$ cat src/rtl/seven_seg_scanner.sv
// seven_seg_scanner
//   Drives a 4-digit common-anode 7-segment display. A 14-bit binary value is
//   accepted over a valid/ready handshake and converted to BCD one bit per
//   clock (shift-and-add-3). The display digits are time-multiplexed with a
//   per-digit dwell, and each dwell opens with a blank window to prevent
//   ghosting. Values above 9999 are clamped to 9999 and flagged on ovf_o.
//
//   Optional: define SEVEN_SEG_LEADING_ZERO_BLANK_EN to blank the leading zero
//   digits. The units digit is always shown.
//
// Parameters
//   REFRESH_CYCLES  cycles each digit stays selected (>= 2)
//   BLANK_CYCLES    cycles with all anodes off at the start of each dwell
//                   (0 <= BLANK_CYCLES < REFRESH_CYCLES)
//
// Ports
//   clk_i          system clock, posedge
//   reset_i        synchronous, active-high reset
//   upd_valid_i    new value offered
//   upd_value_i    binary value to display (14 bits)
//   upd_ready_o    block can accept a value
//   ovf_o          last committed value exceeded 9999
//   anode_n_o      digit select, active-low, bit 0 = units
//   seg_n_o        segments {g,f,e,d,c,b,a}, active-low
//   dp_n_o         decimal point, active-low, tied off (1)
module seven_seg_scanner #(
    parameter int REFRESH_CYCLES = 100_000,
    parameter int BLANK_CYCLES   = 1_000
) (
    input  logic        clk_i,
    input  logic        reset_i,
    input  logic        upd_valid_i,
    input  logic [13:0] upd_value_i,
    output logic        upd_ready_o,
    output logic        ovf_o,
    output logic [3:0]  anode_n_o,
    output logic [6:0]  seg_n_o,
    output logic        dp_n_o
);

    localparam int DW = $clog2(REFRESH_CYCLES);

    typedef enum logic [1:0] {S_IDLE, S_CONVERT, S_COMMIT} state_t;

    state_t           state_q, state_d;
    logic [13:0]      val_q;
    logic             ovf_pend_q;
    logic             ovf_q;
    logic [3:0]       it_q;
    // {bcd[15:0], bin[13:0]}: BCD grows in from the top as binary shifts out
    logic [29:0]      sh_q, sh_d;
    logic [3:0][3:0]  digit_q;

    logic [DW-1:0]    dwell_q;
    logic [1:0]       idx_q;
    logic [3:0]       anode_n_q;
    logic [6:0]       seg_n_q;

    function automatic logic [6:0] decode(input logic [3:0] d);
        case (d)
            4'd0:    decode = 7'b0111111;
            4'd1:    decode = 7'b0000110;
            4'd2:    decode = 7'b1011011;
            4'd3:    decode = 7'b1001111;
            4'd4:    decode = 7'b1100110;
            4'd5:    decode = 7'b1101101;
            4'd6:    decode = 7'b1111101;
            4'd7:    decode = 7'b0000111;
            4'd8:    decode = 7'b1111111;
            4'd9:    decode = 7'b1101111;
            default: decode = 7'b0000000;
        endcase
    endfunction

    // ---------------- FSM: state register ----------------
    always_ff @(posedge clk_i) begin
        if (reset_i) state_q <= S_IDLE;
        else         state_q <= state_d;
    end

    // ---------------- FSM: next state ----------------
    always_comb begin
        state_d = state_q;
        case (state_q)
            S_IDLE:    if (upd_valid_i) state_d = S_CONVERT;
            S_CONVERT: if (it_q == 4'd14) state_d = S_COMMIT;
            S_COMMIT:  state_d = S_IDLE;
            default:   state_d = S_IDLE;
        endcase
    end

    // ---------------- FSM: outputs ----------------
    always_comb begin
        upd_ready_o = (state_q == S_IDLE);
    end

    // One double-dabble iteration: correct nibbles >= 5, then shift left.
    always_comb begin
        logic [29:0] adj;
        adj = sh_q;
        for (int k = 0; k < 4; k++) begin
            if (adj[14+4*k +: 4] >= 4'd5) adj[14+4*k +: 4] = adj[14+4*k +: 4] + 4'd3;
        end
        sh_d = {adj[28:0], 1'b0};
    end

    // Conversion datapath. The first CONVERT cycle (it_q == 0) primes the
    // shift register from the clamped capture; iterations run at it_q 1..14,
    // which puts the commit 16 edges after the handshake.
    always_ff @(posedge clk_i) begin
        if (reset_i) begin
            val_q      <= '0;
            ovf_pend_q <= 1'b0;
            ovf_q      <= 1'b0;
            it_q       <= '0;
            sh_q       <= '0;
            digit_q    <= '0;
        end else begin
            case (state_q)
                S_IDLE: if (upd_valid_i) begin
                    val_q      <= (upd_value_i > 14'd9999) ? 14'd9999 : upd_value_i;
                    ovf_pend_q <= (upd_value_i > 14'd9999);
                    it_q       <= '0;
                end
                S_CONVERT: begin
                    it_q <= it_q + 4'd1;
                    if (it_q == 4'd0) sh_q <= {16'd0, val_q};
                    else              sh_q <= sh_d;
                end
                S_COMMIT: begin
                    digit_q <= sh_q[29:14];
                    ovf_q   <= ovf_pend_q;
                end
                default: ;
            endcase
        end
    end

    // ---------------- Scan: free-running, never touched by the FSM ----------------
    always_ff @(posedge clk_i) begin
        if (reset_i) begin
            dwell_q <= '0;
            idx_q   <= '0;
        end else if (dwell_q == DW'(REFRESH_CYCLES - 1)) begin
            dwell_q <= '0;
            idx_q   <= idx_q + 2'd1;
        end else begin
            dwell_q <= dwell_q + DW'(1);
        end
    end

    logic blank_win;
    logic lead_blank;
    assign blank_win = (int'(dwell_q) < BLANK_CYCLES);

`ifdef SEVEN_SEG_LEADING_ZERO_BLANK_EN
    // A digit is blank when it and every digit above it are zero.
    always_comb begin
        case (idx_q)
            2'd3:    lead_blank = (digit_q[3] == 4'd0);
            2'd2:    lead_blank = (digit_q[3:2] == 8'd0);
            2'd1:    lead_blank = (digit_q[3:1] == 12'd0);
            default: lead_blank = 1'b0;
        endcase
    end
`else
    assign lead_blank = 1'b0;
`endif

    // Registered display outputs, one cycle behind the scan counters.
    always_ff @(posedge clk_i) begin
        if (reset_i || blank_win) begin
            anode_n_q <= 4'b1111;
            seg_n_q   <= 7'b1111111;
        end else begin
            anode_n_q <= ~(4'b0001 << idx_q);
            seg_n_q   <= lead_blank ? 7'b1111111 : ~decode(digit_q[idx_q]);
        end
    end

    assign anode_n_o = anode_n_q;
    assign seg_n_o   = seg_n_q;
    assign ovf_o     = ovf_q;
    assign dp_n_o    = 1'b1;

endmodule
$ cat config.mk
export PLATFORM = sky130hd
export DESIGN_NAME = seven_seg_scanner
export DESIGN_NICKNAME = d
export VERILOG_FILES = /design/src/rtl/seven_seg_scanner.sv
export SDC_FILE = /design/constraint.sdc
export NUM_CORES = 1
export LEC_CHECK = 0
export ABC_CLOCK_PERIOD_IN_PS = 2500
export BUFFER_PORTS_ARGS = -buffer_cell sky130_fd_sc_hd__buf_2
export CELL_PAD_IN_SITES_DETAIL_PLACEMENT = 1
export CELL_PAD_IN_SITES_GLOBAL_PLACEMENT = 1
export CORE_ASPECT_RATIO = 1.5
export CORE_MARGIN = 3
export CORE_UTILIZATION = 30
export CTS_CLUSTER_SIZE = 10
export DETAILED_ROUTE_END_ITERATION = 8
export PLACE_DENSITY = 0.59
export SYNTH_ARGS = -nofsm -noshare
export SYNTH_HDL_FRONTEND = slang
export SYNTH_SLANG_ARGS = --single-unit
$ cat constraint.sdc
create_clock -name clk_i -period 2.5 [get_ports clk_i]
set_input_delay 0.25 -clock clk_i [delete_from_list [all_inputs] [get_ports clk_i]]
set_output_delay 0.25 -clock clk_i [all_outputs]
set_load 0.02 [all_outputs]
[Word-level counts from Yosys, hierarchy flattened]
Memory sizes are Yosys's and may differ from the RTL's.
Cells that the tools add are included.
Operators by class
  add/subtract/negate cells: 7
  $mul: 0
  divide/modulo/power cells: 0
  magnitude comparators: 7
  equality and inequality tests: 6
  shift operators: 1
  muxes and demuxes: 14
  bitwise gates (word level): 2
  reductions and logical operators: 8
Operator list (count)
  $mux 30: 1
  $mux 4: 5
  $add 17x1->17 const B: 1
  $eq 17x17->1 const B: 1
  $lt 17x10->1 const B: 1
  $ge 4x3->1 const B: 4
  $gt 14x14->1 const B: 1
  $mux 14: 1
  $add 4x2->4 const B: 3
  $bmux 4 s2: 1
  $pmux 4 s2: 1
  $mux 7: 1
  $not 7->7: 1
  $reduce_and 2->1: 3
  $add 4x1->4 const B: 1
  $eq 4x4->1 const B: 1
  $logic_not 4->1: 1
  $mux 2: 2
  $ne 2x2->1 const B: 2
  $not 4->4: 1
  $pmux 2 s2: 1
  $shl 1x2->4 const A: 1
  $add 3x2->3 const B: 1
  $lt 2x3->1 const B: 1
  8 further kinds: 8
Storage, ports and cells
  bits in registers: 98
  latch bits: 0
  RAM bits: 0
  memory bits (read-only): 112
  input bits: 17
  output and inout bits: 14
  word-level logic and storage cells: 60
  memories: 1
Memories
  (no name shown): words 16, bits a word 7, rd ports 1, clocked after memory_dff 0, write ports 0, RTL line 60  | case (d)

[Logic depth before layout (Yosys ltp)]
An unclocked memory read counts as a cell.
  depth after elaboration: 5
  depth in mapped cells: 8
  gate-level depth less buffers: 7

[Worst setup path before layout]
OpenSTA, ideal clock, no wires.
  kind: register to register
  start: reg idx_q[0]
  end: reg seg_n_q[3] (netlist: seg_n_o[3])
  setup time: 0.074 ns
  arrival time: 1.823 ns
  data required time: 2.426 ns
  slack: 0.602 ns
  cell stages (with the launch flop): 8
  buffers on the path: 1
  period minus slack after synthesis: 1.898 ns
  cells stage by stage: dfxtp_1 -> clkbuf_1 -> mux4_2 -> inv_1 -> ha_1 -> a21oi_1 -> nor2_1 -> o21ai_0
On the way
  cells in the longest elaborated chain, start to end: 5
Ends and longest elaborated chain
  start, declared: RTL line 55  | logic [1:0] idx_q;
  start signal, assigned: RTL line 146  | idx_q <= idx_q + 2'd1;
  $bmux 4 s2: RTL line 177  | seg_n_q <= lead_blank ? 7'b1111111 : ~decode(digit_q[idx_q]);
  $mux 4 (implied by the code): RTL line 177
  $mem_v2 16x7
  $mux 7: RTL line 172  | if (reset_i || blank_win) begin
  $not 7->7: RTL line 177
  end signal, assigned: RTL line 177
  end, declared: RTL line 57  | logic [6:0] seg_n_q;
Every way passes these cells. The select of a mux whose other input is x is not followed.
A chain may end at the register's enable or synchronous reset.

[Final worst setup path]
  start: reg dwell_q[12]
  end: reg dwell_q[14]
On the way
  cells in the longest elaborated chain, start to end: 2
  elaborated cells on any way between the ends: 3
  classes of those cells: add/sub (1); eq/ne (1); reduce/logical (1)
Ends and longest elaborated chain
  start, declared: RTL line 54  | logic [DW-1:0] dwell_q;
  start signal, assigned: RTL line 148  | dwell_q <= dwell_q + DW'(1);
  parallel branches: the longest is 2 deep, another holds $add 17x1->17
Parallel ways; which one is timed is not known.

==> flow_summary.html <==
<table>
<tr><th>Metric</th><th>Value</th></tr>
<tr><th colspan="2">Min path</th></tr>
<tr><td>Hold crit path type</td><td>primary input to flop</td></tr>
<tr><th colspan="2">Layout</th></tr>
<tr><td>Layout Nets</td><td>563</td></tr>
<tr><td>Cell area after layout</td><td>4940 sq um</td></tr>
<tr><td>Area growth from synthesis to final layout</td><td>13.6%</td></tr>
<tr><td>Ratio of cells with drive above 1 in the final layout</td><td>11.2%</td></tr>
<tr><td>Number of diodes added for antenna fixing</td><td>0</td></tr>
<tr><th colspan="2">Die</th></tr>
<tr><td>Effective utilization at floorplan</td><td>30.8%</td></tr>
<tr><td>Std cell rows</td><td>53</td></tr>
<tr><td>Die area</td><td>16,000 sq um</td></tr>
<tr><td>Die Span Y</td><td>154 microns</td></tr>
<tr><td># IOs</td><td>31</td></tr>
<tr><td>Core ar.</td><td>14,100 sq um</td></tr>
<tr><td>Die extent in x</td><td>104 microns</td></tr>
<tr><th colspan="2">Drt</th></tr>
<tr><td>First-pass iteration count of the detailed router</td><td>4</td></tr>
<tr><td>Initial DRC Count</td><td>129</td></tr>
<tr><td>Detailed-route DRC error count</td><td>0</td></tr>
<tr><td>Wire length per cell</td><td>13.3 microns</td></tr>
<tr><td>ANT nets after route</td><td>0</td></tr>
<tr><td>Total vias in the final route</td><td>3,436</td></tr>
<tr><td>Detail-routed via count per cell</td><td>4.77</td></tr>
<tr><td>Overall routed net length</td><td>9.60 mm</td></tr>
<tr><th colspan="2">Clocking</th></tr>
<tr><td>Number of clock sinks</td><td>98</td></tr>
<tr><td>Clock tree from TritonCTS</td><td>yes</td></tr>
<tr><td>Clock root buffer</td><td>clkbuf_16</td></tr>
<tr><td>Post-CTS setup buffer count</td><td>0</td></tr>
<tr><td># H-tree levels</td><td>3</td></tr>
<tr><td>Number of clock buffers inserted by TritonCTS</td><td>9</td></tr>
<tr><td>Hold buffer count at CTS</td><td>0</td></tr>
<tr><td>Clock transition at the registers of the reported paths</td><td>0.06 ns</td></tr>
<tr><td>Number of cells upsized or downsized after cts</td><td>0</td></tr>
<tr><td>Bufs on Longest Clock Path</td><td>2</td></tr>
<tr><td>Skew-Pair Late Insertion Delay</td><td>0.34 ns</td></tr>
<tr><th colspan="2">Placed design</th></tr>
<tr><td>Number of port buffers</td><td>29</td></tr>
<tr><td>Placed Area</td><td>4680 sq um</td></tr>
<tr><td>Detailed placer's ending HPWL</td><td>6.92 mm</td></tr>
<tr><td>Final weighted congestion of routability-driven global placement</td><td>0.763</td></tr>
<tr><th colspan="2">STA</th></tr>
<tr><td>Transition time at the pin with the least slew margin</td><td>0.686 ns</td></tr>
<tr><td>Slew Viols, Final</td><td>0</td></tr>
<tr><td>Final count of hold timing violations</td><td>0</td></tr>
<tr><td>Setup repair after global routing missed its margin</td><td>no</td></tr>
<tr><td>Setup skew after layout</td><td>0.00515 ns</td></tr>
<tr><td>Setup violations, final</td><td>0</td></tr>
<tr><td>Relative slew margins</td><td>54.2%</td></tr>
<tr><td>FMAX</td><td>499 MHz</td></tr>
<tr><td>Final critical delay including setup and external delays</td><td>2.00 ns</td></tr>
<tr><td>Final worst-path cycle share</td><td>80.2%</td></tr>
<tr><td>Setup total negative slack</td><td>0 ns</td></tr>
<tr><th colspan="2">Logic synthesis</th></tr>
<tr><td>Largest cells by area after synthesis</td><td>dfxtp_1 (45%), nor2_1 (6.6%), ha_1 (6.0%)</td></tr>
<tr><td>Cell type contributing the most total cell area after synthesis</td><td>dfxtp_1</td></tr>
<tr><td>Synthesized netlist net count</td><td>544</td></tr>
<tr><td>Combined area of all synthesized cells</td><td>4350 sq um</td></tr>
<tr><td>Number of warnings reported in the yosys synthesis log</td><td>0</td></tr>
<tr><td>Post-synthesis sequential area ratio</td><td>45.1%</td></tr>
<tr><td>Mean instance size in the synthesized netlist</td><td>8.60 sq um</td></tr>
<tr><td>Number of cells produced by synthesis</td><td>506</td></tr>
<tr><td>Top cell type's share of synthesized area</td><td>45.1%</td></tr>
<tr><td>FF+latch count, synth</td><td>98</td></tr>
<tr><td>Count of different cell masters after synthesis</td><td>35</td></tr>
<tr><th colspan="2">Setup path</th></tr>
<tr><td>Type of element launching the critical path</td><td>flop</td></tr>
<tr><td>Dominant cell type by count on the critical path</td><td>or4_4</td></tr>
<tr><td>Length in cells of the worst reg-to-reg path</td><td>4</td></tr>
<tr><td>Critical Setup Path Class</td><td>flop to flop</td></tr>
<tr><td>Worst EP arrival</td><td>2.22 ns</td></tr>
<tr><td>Maximum fanout encountered on the critical timing path</td><td>17</td></tr>
<tr><td>Max stage delay on crit path</td><td>0.58 ns</td></tr>
<tr><td>FF-to-FF Start</td><td>dwell_q[12]</td></tr>
<tr><td>Cell with the largest stage delay on the worst path</td><td>or4_4</td></tr>
<tr><td>CP Capture Point</td><td>dwell_q[14]</td></tr>
<tr><td>Worst setup path start</td><td>dwell_q[12]</td></tr>
<tr><td>Required @ worst endpoint</td><td>2.71 ns</td></tr>
<tr><td>End of the worst register-to-register path</td><td>dwell_q[14]</td></tr>
<tr><td>Cell-by-cell trace of the critical path</td><td>or4_4, or4_4, nand2b_2, nor2_1</td></tr>
<tr><td>Critical path endpoint category</td><td>flop</td></tr>
<tr><td>Setup slack of the most critical reg-to-reg path</td><td>0.50 ns</td></tr>
<tr><th colspan="2">Global route</th></tr>
<tr><td>Maximum number of pins on one net before global-route repair</td><td>45</td></tr>
<tr><td>Number of global-route vias before repair</td><td>3,627</td></tr>
<tr><td>Tot GR Track Use</td><td>12.8%</td></tr>
<tr><td>Leftover overflow at the end of global routing</td><td>0</td></tr>
<tr><td>Global-route wire length before repair</td><td>17.2 mm</td></tr>
<tr><td>Antenna violations before repair</td><td>0</td></tr>
<tr><th colspan="2">Power and ir drop</th></tr>
<tr><td>Static leakage power</td><td>1.86 nW</td></tr>
<tr><td>Largest vdd supply drop</td><td>0.000392 V</td></tr>
<tr><td>Total power per unit cell area</td><td>625 nW/um^2</td></tr>
<tr><th colspan="2">Flow run</th></tr>
<tr><td>Max-cap violations</td><td>0</td></tr>
<tr><th colspan="2">Run status</th></tr>
<tr><td>Status</td><td>finished, final reports clean</td></tr>
</table>
[cell usage after synthesis (all sizes together)]
master  number
and4         1
nand2       55
xnor2       15
ha          21
o41ai        1
nand3       15
and3         2
xor2         8
dfxtp       98
o21bai       1
mux4         4
mux2i       18
nor4         6
nand4        4
or4          2
clkbuf      26
nor2        76
nor3b        1
conb         1
nand4b       1
and2         1
inv         26
a211oi      21
nor2b        2
o21ai       15
nand2b       8
nor3        11
a21oi       47
buf          4
nand3b       3
a22oi       12
[layout make-up]
| cell class | instances | area [sq um] |
|---|---|---|
| sequential | 98 | 1960 |
| clock buffer | 12 | 246 |
| timing repair buffer | 38 | 225 |
| clock inverter | 2 | 15.0 |
| multi-input combinational | 352 | 2160 |
| fill | 1693 | 9180 |
| inverter | 26 | 97.6 |
| tap | 192 | 240 |
[per-stage QoR]
step / utilization [%] / cells / setup slack (ns) / total power [mW] / hold WS, ns
finish: 35.0 / 720 / 0.496 / 3.09 / 0.151
global route: 35.0 / 720 / 0.372 / 3.25 / 0.164
CTS: 35.0 / 720 / 0.479 / 3.15 / 0.141
detailed placement: 33.2 / 706 / 0.480 / 1.88 / 0.446
global placement: 33.2 / 706 / 0.532 / 1.87 / 0.433
floorplan: - / 506 / 0.602 / 1.81 / 0.384
[kinds of logic after synthesis]
logic type                 after synthesis  synth area share [%]
and+or+nand+nor                        188                  19.3
DFF                                     98                  45.1
AOI/OAI and AO/OA                       97                  13.2
buffers and inverters                   56                  5.49
xor gates and xnor gates                23                  4.63
muxes                                   22                  6.21
adders and majority gates               21                  6.04
other                                    1                0.0862
[report_power, final]
part	internal (mW)	total [mW]	switching (mW)
sequential	1.60	1.63	0.0268
combinational	0.0798	0.209	0.129
clock	0.692	1.25	0.560
[critical path, delay by kind of cell, from the launching register on]
kind,cells,cell delay [ns]
simple gates,4,1.53
flops,1,0.35
[state kept, by name (all words and copies together) (netlist names), 4 cells and up]
signal	count
sh_q	30
dwell_q	17
digit_q	16
val_q	14
seg_n_o	7
anode_n_o	4
it_q	4
[cells in the final DEF, fill, tap and decap left out, types with 2 or more instances in the layout]
cell | netlist | layout
nor2_1 | 76 | 76
a22oi_1 | 12 | 12
nand3b_1 | 3 | 3
a211oi_1 | 21 | 21
ha_1 | 21 | 21
nand3_1 | 15 | 15
clkbuf_16 | 0 | 9
xnor2_1 | 15 | 15
nand2b_1 | 7 | 7
nand2_1 | 55 | 55
dfxtp_1 | 98 | 98
nor4_1 | 6 | 6
nand4_1 | 4 | 4
nor3_1 | 11 | 11
buf_2 | 1 | 29
and3_1 | 2 | 2
clkinvlp_4 | 0 | 2
mux4_2 | 4 | 4
a21oi_1 | 47 | 47
o21ai_0 | 15 | 15
xor2_1 | 8 | 8
buf_4 | 1 | 8
mux2i_1 | 18 | 18
inv_1 | 26 | 26
clkbuf_1 | 26 | 2
or4_4 | 2 | 2
[how the worst min path moves through the flow]
| stage | slack, ns | endpoint | startpoint | cells after the start |
|---|---|---|---|---|
| 5_1_grt | 0.16 | val_q[0] | upd_value_i[0] | 3 |
| 3_3_place_gp | 0.43 | dwell_q[0] | dwell_q[0] | 1 |
| 3_5_place_dp | 0.45 | ovf_o | ovf_o | 2 |
| 2_1_floorplan | 0.38 | val_q[0] | upd_value_i[0] | 2 |
| 6_report | 0.15 | val_q[2] | upd_value_i[2] | 3 |
| 4_1_cts | 0.14 | val_q[2] | upd_value_i[2] | 3 |
[routing by layer]
layer / up-vias / share of wire, % / global-route usage (%)
li1: 1742 / - / -
met3: 11 / 2.3 / 1.85
met5: - / 0 / 0
met2: 37 / 53 / 24.2
met4: 0 / 1.7 / 5.13
met1: 1646 / 43 / 14.4
(Power assumes the default switching activity.)
